===== src/rtl/core_ras_recover.sv =====
// ---------------------------------------------------------------------------
// core_ras_recover
//
// Decode-stage recovery controller for the fetch-stage return address stack.
// The IF/ID register captures the fetched instruction together with what the
// fetch stage did to the RAS (pushed as a call, popped as a return, and the
// popped address). Once the instruction is decoded, the prediction is compared
// against the real instruction class and the RAS is repaired:
//
//   pred_ret, plain instr : push popped addr back, redirect fetch to pc+1
//   pred_ret, JAL         : push popped addr back, then push pc+RET_OFFSET
//   pred_call, plain instr: pop the bogus entry, redirect fetch to pc+1
//   pred_call, JR         : pop the bogus entry, then pop for the real return
//   no pred, JAL          : push pc+RET_OFFSET
//   no pred, JR           : pop
//   prediction matches    : nothing
//
// The first repair op is combinational in the cycle the instruction is
// first seen in ID. The second op (SECOND) or the redirect (REDIR) follow
// from the FSM. While a repair is in flight, fetch-side RAS updates are frozen
// and ID is held.
//
// Redirect handshake: redirect_valid is raised in REDIR with redirect_pc held
// stable; the transfer completes on a clock edge where redirect_valid and
// redirect_ready are both high. Only id_flush or rst may withdraw a pending
// redirect before it is accepted.
//
// Ports:
//   clk, rst            clock, synchronous active-high reset
//   if_valid/if_pc      fetched instruction and its word PC
//   if_pred_call/ret    RAS action fetch took for that instruction
//   if_ret_addr         RAS top sampled at fetch ([31:2] = popped entry)
//   id_stall, id_flush  downstream hold / kill of the ID instruction
//   dec_is_call/ret     decoder class of the ID instruction
//   id_valid, id_pc     ID register contents
//   recover_push(_addr) RAS push repair
//   recover_pop         RAS pop repair
//   ras_freeze          fetch must not update the RAS this cycle
//   id_hold             recovery busy; ID must not advance
//   redirect_valid/pc   fetch redirect request, word target
//   redirect_ready      fetch accepts the redirect
//   dbg_state           current FSM state (0 IDLE, 1 SECOND, 2 REDIR)
// ---------------------------------------------------------------------------
module core_ras_recover #(
    parameter int RET_OFFSET = 2,
    parameter int PC_W       = 30
) (
    input  logic            clk,
    input  logic            rst,
    input  logic            if_valid,
    input  logic [PC_W-1:0] if_pc,
    input  logic            if_pred_call,
    input  logic            if_pred_ret,
    input  logic [31:0]     if_ret_addr,
    input  logic            id_stall,
    input  logic            id_flush,
    input  logic            dec_is_call,
    input  logic            dec_is_ret,
    output logic            id_valid,
    output logic [PC_W-1:0] id_pc,
    output logic            recover_push,
    output logic [PC_W-1:0] recover_push_addr,
    output logic            recover_pop,
    output logic            ras_freeze,
    output logic            id_hold,
    output logic            redirect_valid,
    output logic [PC_W-1:0] redirect_pc,
    input  logic            redirect_ready,
    output logic [1:0]      dbg_state
);

    typedef enum logic [1:0] {
        S_IDLE   = 2'd0,
        S_SECOND = 2'd1,
        S_REDIR  = 2'd2
    } state_t;

    state_t state_q, state_d;

    // IF/ID register contents beyond id_valid/id_pc.
    logic            id_pred_call_q;
    logic            id_pred_ret_q;
    logic [PC_W-1:0] id_pop_addr_q;
    logic            done_q;

    // The ID register may reload in the same edge that starts SECOND/REDIR,
    // so the follow-up operation and redirect target are captured here
    // rather than recomputed from id_pc later.
    logic            second_push_q, second_push_d;
    logic [PC_W-1:0] second_addr_q, second_addr_d;
    logic [PC_W-1:0] redir_pc_q,    redir_pc_d;

    logic            load_en;
    logic            first_cond;
    logic            first_act;
    logic [PC_W-1:0] pc_plus1;
    logic [PC_W-1:0] pc_plus_ret;

    // Low two bits of the sampled RAS output are byte offsets; only the word
    // address is stored.
    logic unused_ret_lsbs;
    assign unused_ret_lsbs = ^if_ret_addr[1:0];

    // Modulo-2^PC_W arithmetic: the adders simply drop the carry.
    assign pc_plus1    = id_pc + PC_W'(1);
    assign pc_plus_ret = id_pc + PC_W'(RET_OFFSET);

    assign id_hold    = (state_q != S_IDLE);
    assign load_en    = !id_stall && !id_hold;
    // The first look at an instruction in ID; done_q makes it one-shot even
    // while the stage is stalled.
    assign first_cond = id_valid && !done_q && (state_q == S_IDLE);
    assign ras_freeze = first_act || (state_q != S_IDLE);
    assign dbg_state  = state_q;

    // ------------------------------------------------------------------
    // Next-state and outputs
    // ------------------------------------------------------------------
    always_comb begin
        state_d           = state_q;
        second_push_d     = second_push_q;
        second_addr_d     = second_addr_q;
        redir_pc_d        = redir_pc_q;
        recover_push      = 1'b0;
        recover_push_addr = '0;
        recover_pop       = 1'b0;
        redirect_valid    = 1'b0;
        redirect_pc       = '0;
        first_act         = 1'b0;

        case (state_q)
            S_IDLE: begin
                if (first_cond) begin
                    if (id_pred_ret_q) begin
                        // Fetch popped: restore the popped entry first.
                        if (dec_is_call) begin
                            first_act         = 1'b1;
                            recover_push      = 1'b1;
                            recover_push_addr = id_pop_addr_q;
                            second_push_d     = 1'b1;
                            second_addr_d     = pc_plus_ret;
                            state_d           = S_SECOND;
                        end else if (!dec_is_ret) begin
                            first_act         = 1'b1;
                            recover_push      = 1'b1;
                            recover_push_addr = id_pop_addr_q;
                            redir_pc_d        = pc_plus1;
                            state_d           = S_REDIR;
                        end
                    end else if (id_pred_call_q) begin
                        // Fetch pushed: discard the bogus entry first.
                        if (dec_is_ret) begin
                            first_act     = 1'b1;
                            recover_pop   = 1'b1;
                            second_push_d = 1'b0;
                            state_d       = S_SECOND;
                        end else if (!dec_is_call) begin
                            first_act   = 1'b1;
                            recover_pop = 1'b1;
                            redir_pc_d  = pc_plus1;
                            state_d     = S_REDIR;
                        end
                    end else begin
                        // Fetch missed the call/return entirely.
                        if (dec_is_call) begin
                            first_act         = 1'b1;
                            recover_push      = 1'b1;
                            recover_push_addr = pc_plus_ret;
                        end else if (dec_is_ret) begin
                            first_act   = 1'b1;
                            recover_pop = 1'b1;
                        end
                    end
                end
            end
            S_SECOND: begin
                if (second_push_q) begin
                    recover_push      = 1'b1;
                    recover_push_addr = second_addr_q;
                end else begin
                    recover_pop = 1'b1;
                end
                state_d = S_IDLE;
            end
            S_REDIR: begin
                redirect_valid = 1'b1;
                redirect_pc    = redir_pc_q;
                if (redirect_ready) begin
                    state_d = S_IDLE;
                end
            end
            default: begin
                state_d = S_IDLE;
            end
        endcase

        // A kill from a later stage abandons any repair still in flight.
        if (id_flush) begin
            state_d = S_IDLE;
        end
    end

    // ------------------------------------------------------------------
    // State and IF/ID register
    // ------------------------------------------------------------------
    always_ff @(posedge clk) begin
        if (rst) begin
            state_q        <= S_IDLE;
            second_push_q  <= 1'b0;
            second_addr_q  <= '0;
            redir_pc_q     <= '0;
            id_valid       <= 1'b0;
            id_pc          <= '0;
            id_pred_call_q <= 1'b0;
            id_pred_ret_q  <= 1'b0;
            id_pop_addr_q  <= '0;
            done_q         <= 1'b0;
        end else begin
            state_q       <= state_d;
            second_push_q <= second_push_d;
            second_addr_q <= second_addr_d;
            redir_pc_q    <= redir_pc_d;

            if (id_flush) begin
                id_valid <= 1'b0;
                done_q   <= 1'b0;
            end else if (load_en) begin
                id_valid       <= if_valid;
                id_pc          <= if_pc;
                // A simultaneous call+return prediction is recorded as a
                // return only: that is the RAS action fetch performed last.
                id_pred_call_q <= if_pred_call && !if_pred_ret;
                id_pred_ret_q  <= if_pred_ret;
                id_pop_addr_q  <= if_ret_addr[31:2];
                done_q         <= 1'b0;
            end else if (first_cond) begin
                done_q <= 1'b1;
            end
        end
    end

endmodule

===== config.mk =====
export PLATFORM = sky130hd
export DESIGN_NAME = core_ras_recover
export DESIGN_NICKNAME = d
export VERILOG_FILES = /design/src/rtl/core_ras_recover.sv
export SDC_FILE = /design/constraint.sdc
export NUM_CORES = 1
export LEC_CHECK = 0
export ABC_AREA = 1
export ABC_CLOCK_PERIOD_IN_PS = 5200
export CAP_MARGIN = 15
export CORE_MARGIN = 4
export CORE_UTILIZATION = 40
export CTS_BUF_LIST = sky130_fd_sc_hd__clkbuf_8
export DETAILED_ROUTE_END_ITERATION = 8
export PLACE_DENSITY_LB_ADDON = 0.25
export SETUP_SLACK_MARGIN = 0.3
export SLEW_MARGIN = 30
export SYNTH_ARGS = -nofsm -noshare
export SYNTH_HDL_FRONTEND = slang
export SYNTH_SLANG_ARGS = --single-unit

===== constraint.sdc =====
create_clock -name clk -period 5.2 [get_ports clk]
set_clock_uncertainty 0.2 [all_clocks]
set_input_delay 1.3 -clock clk [delete_from_list [all_inputs] [get_ports clk]]
set_output_delay 1.3 -clock clk [all_outputs]
set_load 0.05 [all_outputs]

==> impl_metrics.prom <==
# TYPE chip_impl_metric gauge
chip_impl_info{name="outcome",value="complete, no violations"} 1
chip_impl_info{name="min-delay-path-class",value="flop to flop"} 1
chip_impl_metric{name="ys_seq_area_frac",unit=""} 0.366
chip_impl_metric{name="layout_min_cycle_time",unit="ns"} 4.76
chip_impl_metric{name="die_h",unit="um"} 140
chip_impl_metric{name="cts_inserted_buffers",unit=""} 17
chip_impl_metric{name="avgViaCountPerCell",unit=""} 4.92
chip_impl_info{name="timing.critical_path.to_type",value="primary output"} 1
chip_impl_metric{name="clk_path_buf_depth",unit=""} 2
chip_impl_info{name="cts_tree",value="built"} 1
chip_impl_metric{name="wire_length_of_the_first_global_routing_pass",unit="um"} 35400
chip_impl_info{name="criticalPathCategory",value="input port to primary output"} 1
chip_impl_metric{name="synthesis.yosys.warnings",unit=""} 0
chip_impl_metric{name="layout.nets",unit=""} 1279
chip_impl_metric{name="coreArea",unit="um^2"} 16800
chip_impl_metric{name="final_core_utilization",unit=""} 0.560
chip_impl_metric{name="drive_gt1_frac",unit=""} 0.0978
chip_impl_info{name="worstPathCellList",value="clkdlybuf4s50_1 -> inv_1 -> nand3_1 -> nand2_1 -> o21ai_0 -> clkdlybuf4s50_1"} 1
chip_impl_metric{name="setup_violations",unit=""} 0
chip_impl_metric{name="grt_use_total",unit=""} 0.227
chip_impl_metric{name="clock_sink_count",unit=""} 127
chip_impl_metric{name="final-max-slew-violation-count",unit=""} 0
chip_impl_metric{name="simple_gate_share_of_the_synthesized_area",unit=""} 0.257
chip_impl_metric{name="cts_hold_buffers",unit=""} 0
chip_impl_info{name="post-synth-top-area-cell",value="dfxtp_1"} 1
chip_impl_metric{name="drt_pass1_iterations",unit=""} 6
chip_impl_metric{name="portBuffers",unit=""} 167
chip_impl_metric{name="slew_headroom",unit=""} 0.427
chip_impl_metric{name="syn_area",unit="um^2"} 6960
chip_impl_info{name="clock_tree_root",value="clkbuf_8"} 1
chip_impl_info{name="synth_top_family_by_area",value="simple AND/OR/NAND/NOR gates"} 1
chip_impl_info{name="top_cells_by_area_in_the_synthesized_netlist",value="dfxtp_1, nand2_1, a21oi_1"} 1
chip_impl_metric{name="ir_drop",unit="uV"} 172
chip_impl_metric{name="dp_slack",unit="ns"} 0.418
chip_impl_metric{name="synthesis.instances",unit=""} 1059
chip_impl_info{name="rsz_0062_raised_after_global_routing",value="no"} 1
chip_impl_metric{name="max_cap_violations",unit=""} 0
chip_impl_metric{name="netlist.area_leader.share",unit=""} 0.366
chip_impl_metric{name="initial_antenna_violation_count",unit=""} 0
chip_impl_metric{name="die_w",unit="um"} 140
chip_impl_metric{name="worstPathBufferInverterCount",unit=""} 3
chip_impl_metric{name="synth.area.mux_share",unit=""} 0
chip_impl_metric{name="drcViolationCount",unit=""} 0
chip_impl_info{name="crit_start_category",value="input port"} 1
chip_impl_metric{name="synth_cell_types",unit=""} 34
chip_impl_metric{name="route.vias.total",unit=""} 7065
chip_impl_metric{name="hold_violations",unit=""} 0
chip_impl_metric{name="synth-compound-area-share",unit=""} 0.212
chip_impl_info{name="cp_common_cell",value="clkdlybuf4s50_1"} 1
chip_impl_metric{name="crit_path_max_incr_delay",unit="ns"} 0.84
chip_impl_metric{name="worst_pin_slew",unit="ns"} 0.860
chip_impl_info{name="timing.critical_path.slowest_stage_cell",value="clkdlybuf4s50_1"} 1
chip_impl_metric{name="worst-endpoint-arrival",unit="ns"} 3.26
chip_impl_metric{name="critPathMaxFanout",unit=""} 6
chip_impl_metric{name="worst_ep_required_time",unit="ns"} 3.70
chip_impl_metric{name="gp_congestion",unit=""} 0.904
chip_impl_info{name="layout.cells.most_common_list",value="nand2_1, inv_1, clkdlybuf4s50_1"} 1
chip_impl_metric{name="wirelength",unit="um"} 22500
chip_impl_metric{name="timing.final.crit_share",unit=""} 0.915
chip_impl_metric{name="yosys.area_share.adder",unit=""} 0.00540
chip_impl_metric{name="dr.first_iter.drc_count",unit=""} 470
chip_impl_metric{name="grt_pass1_vias",unit=""} 6440
chip_impl_info{name="critical_path.top_delay_family",value="buffers and inverters"} 1
chip_impl_metric{name="postSynthAreaPerCell",unit="um^2"} 6.57
chip_impl_metric{name="synthXorXnorAreaFrac",unit=""} 0.0261
chip_impl_metric{name="path_clk_slew",unit="ns"} 0.07
chip_impl_metric{name="row_count",unit=""} 47
chip_impl_metric{name="p_leak",unit="nW"} 3.76
chip_impl_metric{name="totalNegativeSetupSlack",unit="ns"} 0
chip_impl_metric{name="cts.htree.levels",unit=""} 4
chip_impl_metric{name="ios",unit=""} 170
chip_impl_metric{name="post-dp-hpwl",unit="um"} 16800
chip_impl_metric{name="dieArea",unit="um^2"} 19600
chip_impl_metric{name="finish.cell_count_without_fillers",unit=""} 1437
chip_impl_metric{name="clk-insertion-delay-late",unit="ns"} 0.44
chip_impl_metric{name="cts-resized-gates",unit=""} 0
chip_impl_metric{name="avgRoutedWirePerCell",unit="um"} 15.6
chip_impl_metric{name="synth_fp_nets",unit=""} 1134
chip_impl_info{name="mostFrequentLayoutCell",value="nand2_1"} 1
chip_impl_metric{name="powerDensity",unit="nW/um^2"} 234
chip_impl_metric{name="post-route-worst-setup-slack",unit="ns"} 0.443
chip_impl_metric{name="postCtsSetupBuffers",unit=""} 0
chip_impl_metric{name="final.fill_count",unit=""} 1673
chip_impl_metric{name="dp_cells",unit=""} 1404
chip_impl_metric{name="detail-route-antenna-nets",unit=""} 0
chip_impl_metric{name="initial_standard_cell_utilization_of_the_core",unit=""} 0.414
chip_impl_metric{name="antennaDiodeCount",unit=""} 0
chip_impl_metric{name="postSynthRegisterBits",unit=""} 127
chip_impl_metric{name="grt_start_max_net_pins",unit=""} 91
chip_impl_metric{name="overflow",unit=""} 0
chip_impl_metric{name="areaGrowthSynthToFinish",unit="%"} 35.5
chip_impl_metric{name="maximum_clock_frequency",unit="GHz"} 0.210
## metrics by stage
step | power [W] | instance area [um^2] | hold WS (ns)
after floorplan | 0.00125 | 6960 | 0.225
after global placement | 0.00139 | 9010 | 0.236
after detailed placement | 0.00140 | 9010 | 0.243
after CTS | 0.00223 | 9400 | 0.255
after global routing | 0.00230 | 9420 | 0.269
final | 0.00221 | 9420 | 0.252
## worst paths after layout
| check | depth (start not counted) | to | slack (ns) | from |
|---|---|---|---|---|
| max | 6 | ras_freeze | 0.44 | dec_is_call |
| min | 2 | second_addr_q[4]$_SDFFE_PP0P_ | 0.25 | second_addr_q[4]$_SDFFE_PP0P_ |
| max reg2reg | 10 | redir_pc_q[18]$_SDFFE_PP0P_ | 2.83 | id_pc[0]$_SDFFE_PP0P_ |
| min reg2reg | 2 | second_addr_q[4]$_SDFFE_PP0P_ | 0.25 | second_addr_q[4]$_SDFFE_PP0P_ |
## routing by layer
| metal | part of all wire | GRT usage |
|---|---|---|
| met1 | 0.48 | 0.330 |
| met2 | 0.44 | 0.346 |
| met3 | 0.064 | 0.0419 |
| met4 | 0.015 | 0.0597 |
| met5 | 0 | 0 |
## cell usage after synthesis
cell	n
xnor2_1	1
clkinv_1	2
o21bai_1	2
nor2_4	12
o211ai_1	3
inv_1	166
o31ai_1	1
inv_2	5
a31oi_1	6
o21a_1	14
o21ai_0	108
a21oi_1	129
buf_2	18
nand2_1	212
nand3_1	73
xor2_2	2
clkbuf_1	21
nor3_1	3
a211oi_1	2
buf_6	6
and2_1	1
nand3_2	1
o22ai_1	5
ha_1	3
buf_4	5
nand4_1	3
nor2_1	71
o21ai_1	11
xor2_1	16
nor4_1	1
nor2_2	15
nand2_2	12
dfxtp_1	127
buf_1	2
## flip-flops by register name, indices dropped and copies added (netlist names)
| signal | flops |
|---|---|
| id_valid | 1 |
| id_pop_addr_q | 30 |
| redir_pc_q | 30 |
| second_addr_q | 30 |
| id_pc | 30 |
| second_push_q | 1 |
| id_pred_ret_q | 1 |
| id_pred_call_q | 1 |
| dbg_state | 2 |
| done_q | 1 |
## cell families (layout without fill, tap and decap cells)
kind of cell,after synthesis,count (layout)
xor gates and xnor gates,19,19
DFF,127,127
adders and majority gates,3,3
AOI/OAI and AO/OA,281,281
buffers and inverters,225,383
and+or+nand+nor,404,404
## report_power, final
| group | internal [W] | total [W] | switching [W] |
|---|---|---|---|
| Sequential | 0.00101 | 0.00105 | 0.0000385 |
| Clock | 0.000443 | 0.000834 | 0.000390 |
| Combinational | 0.000129 | 0.000330 | 0.000201 |
| Total | 0.00158 | 0.00221 | 0.000630 |
## worst min-delay path: stages, from the launching register on
cell and delay, ns:
dfxtp_1 0.30, inv_1 0.05, a21oi_1 0.05
## layout make-up
class / instances / area (um^2) / share of cell area
clock buffers: 19 / 262 / 0.0277
flip-flops and latches: 127 / 2540 / 0.270
well taps: 220 / 275 / 0.0292
multi-input cells: 707 / 3490 / 0.370
inverters: 173 / 649 / 0.0689
clock inverters: 13 / 124 / 0.0131
repair buffers: 178 / 2080 / 0.221
Power figures use the tool's default switching activity.
